<file path="config.mk">
export PLATFORM = sky130hd
export DESIGN_NAME = seq1101_framer_tx
export DESIGN_NICKNAME = d
export VERILOG_FILES = /design/src/rtl/seq1101_pkg.sv /design/src/rtl/seq1101_framer_tx_bit_stuff_ctrl.sv /design/src/rtl/seq1101_framer_tx.sv
export SDC_FILE = /design/constraint.sdc
export NUM_CORES = 1
export LEC_CHECK = 0
export CAP_MARGIN = 20
export CORE_MARGIN = 5
export CORE_UTILIZATION = 35
export CTS_BUF_LIST = sky130_fd_sc_hd__clkbuf_4 sky130_fd_sc_hd__clkbuf_8
export CTS_CLUSTER_DIAMETER = 120
export CTS_CLUSTER_SIZE = 30
export DETAILED_ROUTE_END_ITERATION = 7
export GPL_TIMING_DRIVEN = 0
export PLACE_DENSITY = 0.57
export SYNTH_ARGS = -nofsm -noshare
export SYNTH_HDL_FRONTEND = slang
export SYNTH_SLANG_ARGS = --single-unit
export TNS_END_PERCENT = 50
</file>
<file path="constraint.sdc">
create_clock -name clk -period 3.7 [get_ports clk]
set_input_delay 0.925 -clock clk [delete_from_list [all_inputs] [get_ports clk]]
set_output_delay 0.925 -clock clk [all_outputs]
set_load 0.1 [all_outputs]
</file>
<file path="src/rtl/seq1101_pkg.sv">
// Shared definitions for the 1101 framing transmitter and its matching
// receiver / de-stuffer. Holds the sync word, the stuffing trigger pattern,
// the guard length and the framer state encoding.
package seq1101_pkg;

  // Sync word sent MSB first at the start of every frame.
  localparam logic [3:0] SYNC_WORD = 4'b1101;

  // When the last three line bits (oldest..newest) equal this pattern, a
  // single 0 is stuffed ahead of the next payload bit so 1101 never forms
  // inside the payload.
  localparam logic [2:0] STUFF_PAT = 3'b110;

  // Number of trailing zero guard bits per frame.
  localparam int GUARD_LEN = 2;

  typedef enum logic [2:0] {
    IDLE,
    SYNC,
    DATA,
    STUFF,
    GUARD
  } state_t;

endpackage

</file>
<file path="src/rtl/seq1101_framer_tx_bit_stuff_ctrl.sv">
// bit_stuff_ctrl: tracks the last three bits placed on the serial line and
// flags when the next payload bit must be preceded by a stuffed 0.
//
// Ports:
//   clk       rising-edge clock
//   rst       asynchronous active-low reset (history clears to 000)
//   bit_in    bit that appears on the line for the coming cycle
//   stuff_req high while the history equals STUFF_PAT
module bit_stuff_ctrl
  import seq1101_pkg::*;
(
  input  logic clk,
  input  logic rst,
  input  logic bit_in,
  output logic stuff_req
);

  // hist[2] is the oldest bit, hist[0] the bit currently on the line.
  logic [2:0] hist;

  always_ff @(posedge clk or negedge rst) begin
    if (!rst) begin
      hist <= 3'b000;
    end else begin
      hist <= {hist[1:0], bit_in};
    end
  end

  assign stuff_req = (hist == STUFF_PAT);

endmodule

</file>
<file path="src/rtl/seq1101_framer_tx.sv">
// seq1101_framer_tx: serial frame transmitter for the 1101 sequence-detector
// link. Each accepted word is sent as: sync word 1101, the payload MSB first
// with zero-stuffing after every 110, then GUARD_LEN zero guard bits.
//
// Ports:
//   clk         rising-edge clock
//   rst         asynchronous active-low reset
//   in_valid    source offers a word
//   in_data     payload word (captured only on acceptance)
//   in_ready    high only while IDLE
//   y           registered serial line bit
//   busy        high from acceptance until the last guard bit ends
//   frame_done  one-cycle pulse during the last guard bit
module seq1101_framer_tx
  import seq1101_pkg::*;
#(
  parameter int DATA_W = 8
) (
  input  logic              clk,
  input  logic              rst,
  input  logic              in_valid,
  input  logic [DATA_W-1:0] in_data,
  output logic              in_ready,
  output logic              y,
  output logic              busy,
  output logic              frame_done
);

  localparam int             CW         = $clog2(DATA_W + 1);
  localparam logic [CW-1:0]  BIT_LAST   = CW'(DATA_W);
  localparam logic [CW-1:0]  BIT_ONE    = CW'(1);
  localparam logic [1:0]     SYNC_LAST  = 2'd3;
  localparam logic [1:0]     GUARD_LAST = 2'(GUARD_LEN - 1);

  // The state register always describes the bit currently driven on y.
  state_t            state, state_nxt;
  logic [1:0]        cnt, cnt_nxt;          // index inside SYNC / GUARD
  logic [CW-1:0]     bit_cnt, bit_cnt_nxt;  // payload bits already sent
  logic [DATA_W-1:0] sreg, sreg_nxt;        // payload, next bit at MSB
  logic              y_nxt, busy_nxt, done_nxt;
  logic              step;                  // emit next payload slot
  logic              stuff_req;

  // History follows y exactly: it shifts in the same bit that y loads.
  bit_stuff_ctrl u_stuff (
    .clk       (clk),
    .rst       (rst),
    .bit_in    (y_nxt),
    .stuff_req (stuff_req)
  );

  always_comb begin
    state_nxt   = state;
    cnt_nxt     = cnt;
    bit_cnt_nxt = bit_cnt;
    sreg_nxt    = sreg;
    y_nxt       = 1'b0;
    step        = 1'b0;

    case (state)
      IDLE: begin
        if (in_valid) begin
          state_nxt   = SYNC;
          cnt_nxt     = 2'd0;
          bit_cnt_nxt = '0;
          sreg_nxt    = in_data;
          y_nxt       = SYNC_WORD[SYNC_LAST];
        end
      end
      SYNC: begin
        if (cnt == SYNC_LAST) begin
          step = 1'b1;
        end else begin
          cnt_nxt = cnt + 2'd1;
          y_nxt   = SYNC_WORD[SYNC_LAST - cnt_nxt];
        end
      end
      DATA: begin
        if (bit_cnt == BIT_LAST) begin
          // No stuffing after the final payload bit; the guard zeros
          // already break any trailing 110.
          state_nxt = GUARD;
          cnt_nxt   = 2'd0;
        end else begin
          step = 1'b1;
        end
      end
      STUFF: begin
        // A stuff bit is always followed directly by the data bit it
        // protected, never by another stuff bit.
        state_nxt   = DATA;
        y_nxt       = sreg[DATA_W-1];
        sreg_nxt    = {sreg[DATA_W-2:0], 1'b0};
        bit_cnt_nxt = bit_cnt + BIT_ONE;
      end
      GUARD: begin
        if (cnt == GUARD_LAST) begin
          state_nxt = IDLE;
        end else begin
          cnt_nxt = cnt + 2'd1;
        end
      end
      default: begin
        state_nxt = IDLE;
      end
    endcase

    // Next payload slot: a stuffed 0 when the line history reads 110,
    // otherwise the next payload bit (which alone advances bit_cnt).
    if (step) begin
      if (stuff_req) begin
        state_nxt = STUFF;
        y_nxt     = 1'b0;
      end else begin
        state_nxt   = DATA;
        y_nxt       = sreg[DATA_W-1];
        sreg_nxt    = {sreg[DATA_W-2:0], 1'b0};
        bit_cnt_nxt = bit_cnt + BIT_ONE;
      end
    end

    busy_nxt = (state_nxt != IDLE);
    done_nxt = (state_nxt == GUARD) && (cnt_nxt == GUARD_LAST);
  end

  // Control and line registers.
  always_ff @(posedge clk or negedge rst) begin
    if (!rst) begin
      state      <= IDLE;
      cnt        <= 2'd0;
      bit_cnt    <= '0;
      y          <= 1'b0;
      busy       <= 1'b0;
      frame_done <= 1'b0;
    end else begin
      state      <= state_nxt;
      cnt        <= cnt_nxt;
      bit_cnt    <= bit_cnt_nxt;
      y          <= y_nxt;
      busy       <= busy_nxt;
      frame_done <= done_nxt;
    end
  end

  // Payload shift register carries data only; every frame reloads it.
  always_ff @(posedge clk) begin
    sreg <= sreg_nxt;
  end

  assign in_ready = (state == IDLE);

endmodule
</file>
==> Word level (Yosys, flattened, before mapping) <==
Index checks and enable logic that the tools add are counted.
{ "totals": {"output_inout_bits": 4, "input_bits": 11, "elab_cells": 54, "regBits": 23} }
{ "op_classes": {"n_addsub": 3, "n_reduce_logical": 3, "magnitude_cmp": 1, "muxes": 29, "n_eq_ne": 10} }
{ "ops": {"columns": ["op", "n"], "rows": [
  ["8-bit two-way mux", 3],
  ["8-bit one-hot mux with 2 select lines", 1],
  ["3-bit one-hot mux with 5 select lines", 1],
  ["3-bit two-way mux", 4],
  ["4-bit two-way mux", 3],
  ["3-bit == test, second input constant", 3],
  ["1-bit two-way mux", 8],
  ["2-bit two-way mux", 4],
  ["2-bit one-hot mux with 4 select lines", 1],
  ["4-bit one-hot mux with 2 select lines", 1],
  ["3-bit by 2-bit == test with 1-bit output, second input constant", 2],
  ["4-bit by 1-bit adder with 4-bit output, second input constant", 1],
  ["2-bit by 1-bit == test with 1-bit output, second input constant", 2],
  ["4-bit == test, second input constant", 1],
  ["3-bit by 1-bit == test with 1-bit output, second input constant", 1],
  ["3-bit logical NOT", 1],
  ["2-bit by 3-bit less-than comparator with 1-bit output, second input constant", 1],
  ["1-bit one-hot mux with 3 select lines", 1],
  ["3-bit nonzero test", 1],
  ["2-bit by 1-bit adder with 2-bit output, second input constant", 1],
  ["1-bit binary-select mux with 2-bit select", 1],
  ["2-bit == test, second input constant", 1],
  ["1-bit one-hot mux with 2 select lines", 1],
  ["2-bit subtractor, first input constant", 1],
  ["1-bit logical AND", 1]
]} }

==> Logic depth before layout (Yosys ltp) <==
{ "logic_depth": {"ltp_word": 7, "mapped_depth": 7, "ltp_nobuf": 6} }

==> Modules after synthesis <==
From an unflattened synthesis, not the netlist that was laid out.
{ "hier_totals": {"cells_unflattened": 108, "area_unflattened_um2": 1099.8} }
{ "by_module_without_submodules": {"columns": ["module", "n_inst", "seq_area_each_um2", "area_per_inst_um2", "cells_per_inst"], "rows": [
  ["seq1101_framer_tx", 1, 460.4, 1016.0, 104],
  ["bit_stuff_ctrl", 1, 75.1, 83.8, 4]
]} }

==> Worst setup path after synthesis <==
OpenSTA, ideal clock, no wires.
{ "synth_timing": {"path_kind": "register -> output", "from": "reg state[0]", "to": "out in_ready", "path_buffers": 2, "arrival_time_ns": 2.779, "stages_incl_launch_ff": 4, "required_time_ns": 2.775, "slack_ns": -0.004, "cell_sequence": "dfrtp_1 -> clkbuf_1 -> clkbuf_1 -> nor3_1"} }
{ "synth_between": {"elab_chain_cells": 1} }
{ "synth_rtl": {"columns": ["element", "line", "source"], "rows": [
  ["from (decl)", "seq1101_framer_tx.sv:36", "state_t state, state_nxt;"],
  ["from (signal assigned)", "seq1101_framer_tx.sv:136", "state <= state_nxt;"],
  ["3-bit logical NOT", "seq1101_framer_tx.sv:150", "assign in_ready = (state == IDLE);"],
  ["to (decl)", "seq1101_framer_tx.sv:23", "output logic in_ready,"]
]} }
Every way passes these cells.

==> Final worst setup path <==
Same ends and word-level chain as after synthesis.

==> impl_metrics.env <==
export IMPL_status="finished, final reports clean"
export IMPL_clk_path_buf_depth=2
export IMPL_critPathMaxFanout=10
export IMPL_timing_fmax_mhz=292
export IMPL_synth_top_flop_cell="dfrtp_1"
export IMPL_final_cell_mix="dfrtp_1, clkdlybuf4s50_1, and2_1, dfxtp_1"
export IMPL_grt_overflow_total=0
export IMPL_synth_warnings=0
export IMPL_drive_gt1_share_pct=5.65
export IMPL_grt_antenna_before_repair=0
export IMPL_insertion_delay_ns=0.31
export IMPL_arrival_ns=2.50
export IMPL_path_class="reg2out"
export IMPL_crit_slowest_cell="clkdlybuf4s50_1"
export IMPL_htreeDepth=1
export IMPL_grt_use_total_pct=11.7
export IMPL_critPathCaptureType="primary output"
export IMPL_die_h_um=65.6
export IMPL_dp_final_hpwl_um=1590
export IMPL_synth_edf_count=0
export IMPL_initial_core_util_pct=36.0
export IMPL_cts_hold_buf=0
export IMPL_io_pins=15
export IMPL_grt_max_degree=15
export IMPL_worst_path_buf_inv=3
export IMPL_cts_setup_buffers=0
export IMPL_numPortBuffers=14
export IMPL_syn_area_um2=1080
export IMPL_std_cell_rows=20
export IMPL_cap_violations=0
export IMPL_p_leak_nw=0.545
export IMPL_finalInstanceArea_um2=1300
export IMPL_gp_congestion=0.756
export IMPL_postCtsResizedCells=0
export IMPL_synthCells=106
export IMPL_hold_viol_final=0
export IMPL_hold_class="reg2reg"
export IMPL_route_detailed_drc=0
export IMPL_worst_slew_pin_slew_ns=0.973
export IMPL_dieArea_um2=4300
export IMPL_root_buffer="clkbuf_4"
export IMPL_die_w_um=65.6
export IMPL_tritoncts="built"
export IMPL_wirelength_um=2110
export IMPL_grt_setup_unrepaired="false"
export IMPL_synth_fp_nets=119
export IMPL_path_common_cell="clkbuf_1"
export IMPL_drtAntennaViolNets=0
export IMPL_cts_buffers_inserted=3
export IMPL_nets=138
export IMPL_grt_pass1_wl_um=3890
export IMPL_wl_per_cell_um=13.5
export IMPL_core_um2=3000
export IMPL_slew_viol_final=0
export IMPL_grt_pass1_vias=838
export IMPL_fillers=303
export IMPL_fin_crit_ns=3.43
export IMPL_synth_async_reset_ratio_pct=63.6
export IMPL_critPathTopFamily="buffers and inverters"
export IMPL_yosysSeqAreaShare_pct=47.2
export IMPL_worstPathCellList="clkbuf_1 > clkbuf_1 > nor3_2 > clkdlybuf4s50_1"
export IMPL_synthToLayoutAreaGrowth_pct=20.0
export IMPL_worst_clock_skew_ns=0.00995
export IMPL_drtIter0Drc=13
export IMPL_fin_setup_tns_ns=0
export IMPL_path_clk_slew_ns=0.13
export IMPL_clock_sinks=22
export IMPL_synth_distinct_cells=37
export IMPL_antenna_cells=0
export IMPL_vias_per_cell=5.45
export IMPL_power_density_nw_per_um2=933
export IMPL_min_period_over_period_pct=92.6
export IMPL_ys_seq_elements=22
export IMPL_cp_start_kind="flip-flop"
export IMPL_avgSynthCellArea_um2=10.2
export IMPL_place_area_um2=1270
export IMPL_required_ns=2.77
export IMPL_setup_viol=0
export IMPL_slew_headroom_pct=34.9
export IMPL_max_stage_delay_ns=1.15
export IMPL_ir_worst_vdd_mv=0.402
export IMPL_num_vias=856
export IMPL_dr_pass1_iters=4
==> logic make-up after synthesis <==
| family | Yosys count | share of synthesized area, % |
|---|---|---|
| flip-flops | 22 | 47.2 |
| AO/OA/AOI/OAI | 33 | 23.5 |
| buffers and inverters | 8 | 3.59 |
| XOR/XNOR | 1 | 0.810 |
| multiplexers | 1 | 0.926 |
| AND/OR/NAND/NOR | 39 | 21.6 |
| adder cells (fa/ha/maj) | 2 | 2.31 |
==> final timing paths <==
| kind | start | to | slack (ns) | cells after the start |
|---|---|---|---|---|
| max reg2reg | state[0]$_DFF_PN0_ | bit_cnt[2]$_DFF_PN0_ | 1.81 | 5 |
| min reg2reg | u_stuff.hist[1]$_DFF_PN0_ | u_stuff.hist[2]$_DFF_PN0_ | 0.41 | 0 |
| max | state[0]$_DFF_PN0_ | in_ready | 0.27 | 4 |
| max in group asynchronous | rst | bit_cnt[1]$_DFF_PN0_ | 2.30 | 1 |
| min | u_stuff.hist[1]$_DFF_PN0_ | u_stuff.hist[2]$_DFF_PN0_ | 0.41 | 0 |
| min in group asynchronous | rst | cnt[1]$_DFF_PN0_ | 0.99 | 1 |
==> area by class of cell <==
class	count	area, µm²	share of cell area, %
sequential	22	510	39.3
buffer	5	27.5	2.12
inverter	3	11.3	0.868
timing repair buffer	14	140	10.8
multi-input combinational	76	537	41.4
clock buffer	4	30.0	2.31
tap	33	41.3	3.18
==> metal layers <==
| metal | part of all wire, % | track usage [%] |
|---|---|---|
| met3 | 3.5 | 2.05 |
| met5 | 0 | 0 |
| met4 | 1.6 | 4.66 |
| met1 | 46 | 15.0 |
| met2 | 49 | 19.5 |
==> cells in the mapped netlist, drive strengths merged (3+ instances only) <==
cell type | count | area share (%)
a22o | 3 | 2.4
inv | 3 | 1.0
and2 | 8 | 4.6
nor2b | 3 | 1.7
a221o | 7 | 6.5
a22oi | 3 | 2.1
and3b | 3 | 2.4
dfxtp | 8 | 15
nor3 | 4 | 1.9
nand2 | 4 | 1.4
nor2 | 7 | 2.4
dfrtp | 14 | 32
clkbuf | 3 | 1.0
o21ai | 6 | 2.8
==> sequential cells by signal (all words and copies together), names as in the netlist <==
signal / count
state: 3
busy: 1
cnt: 2
sreg: 8
u_stuff.hist: 3
bit_cnt: 4
frame_done: 1
==> report_power, final <==
group / switching, mW / internal (mW) / total, mW
Combinational: 0.383 / 0.275 / 0.658
Sequential: 0.0826 / 0.348 / 0.431
Clock: 0.0728 / 0.0494 / 0.122
Total: 0.538 / 0.672 / 1.21
==> through the flow <==
stage / total power [mW] / cells / util, % / setup slack [ns] / hold slack (ns)
after floorplan: 0.948 / 106 / - / 0.852 / 0.367
after global placement: 1.09 / 153 / 42.2 / 0.660 / 0.378
after detailed placement: 1.10 / 153 / 42.2 / 0.634 / 0.389
after CTS: 1.22 / 157 / 43.2 / 0.257 / 0.415
after global routing: 1.33 / 157 / 43.2 / 0.151 / 0.448
final: 1.21 / 157 / 43.2 / 0.275 / 0.408
Note: power is estimated with default switching activity, not from simulation.
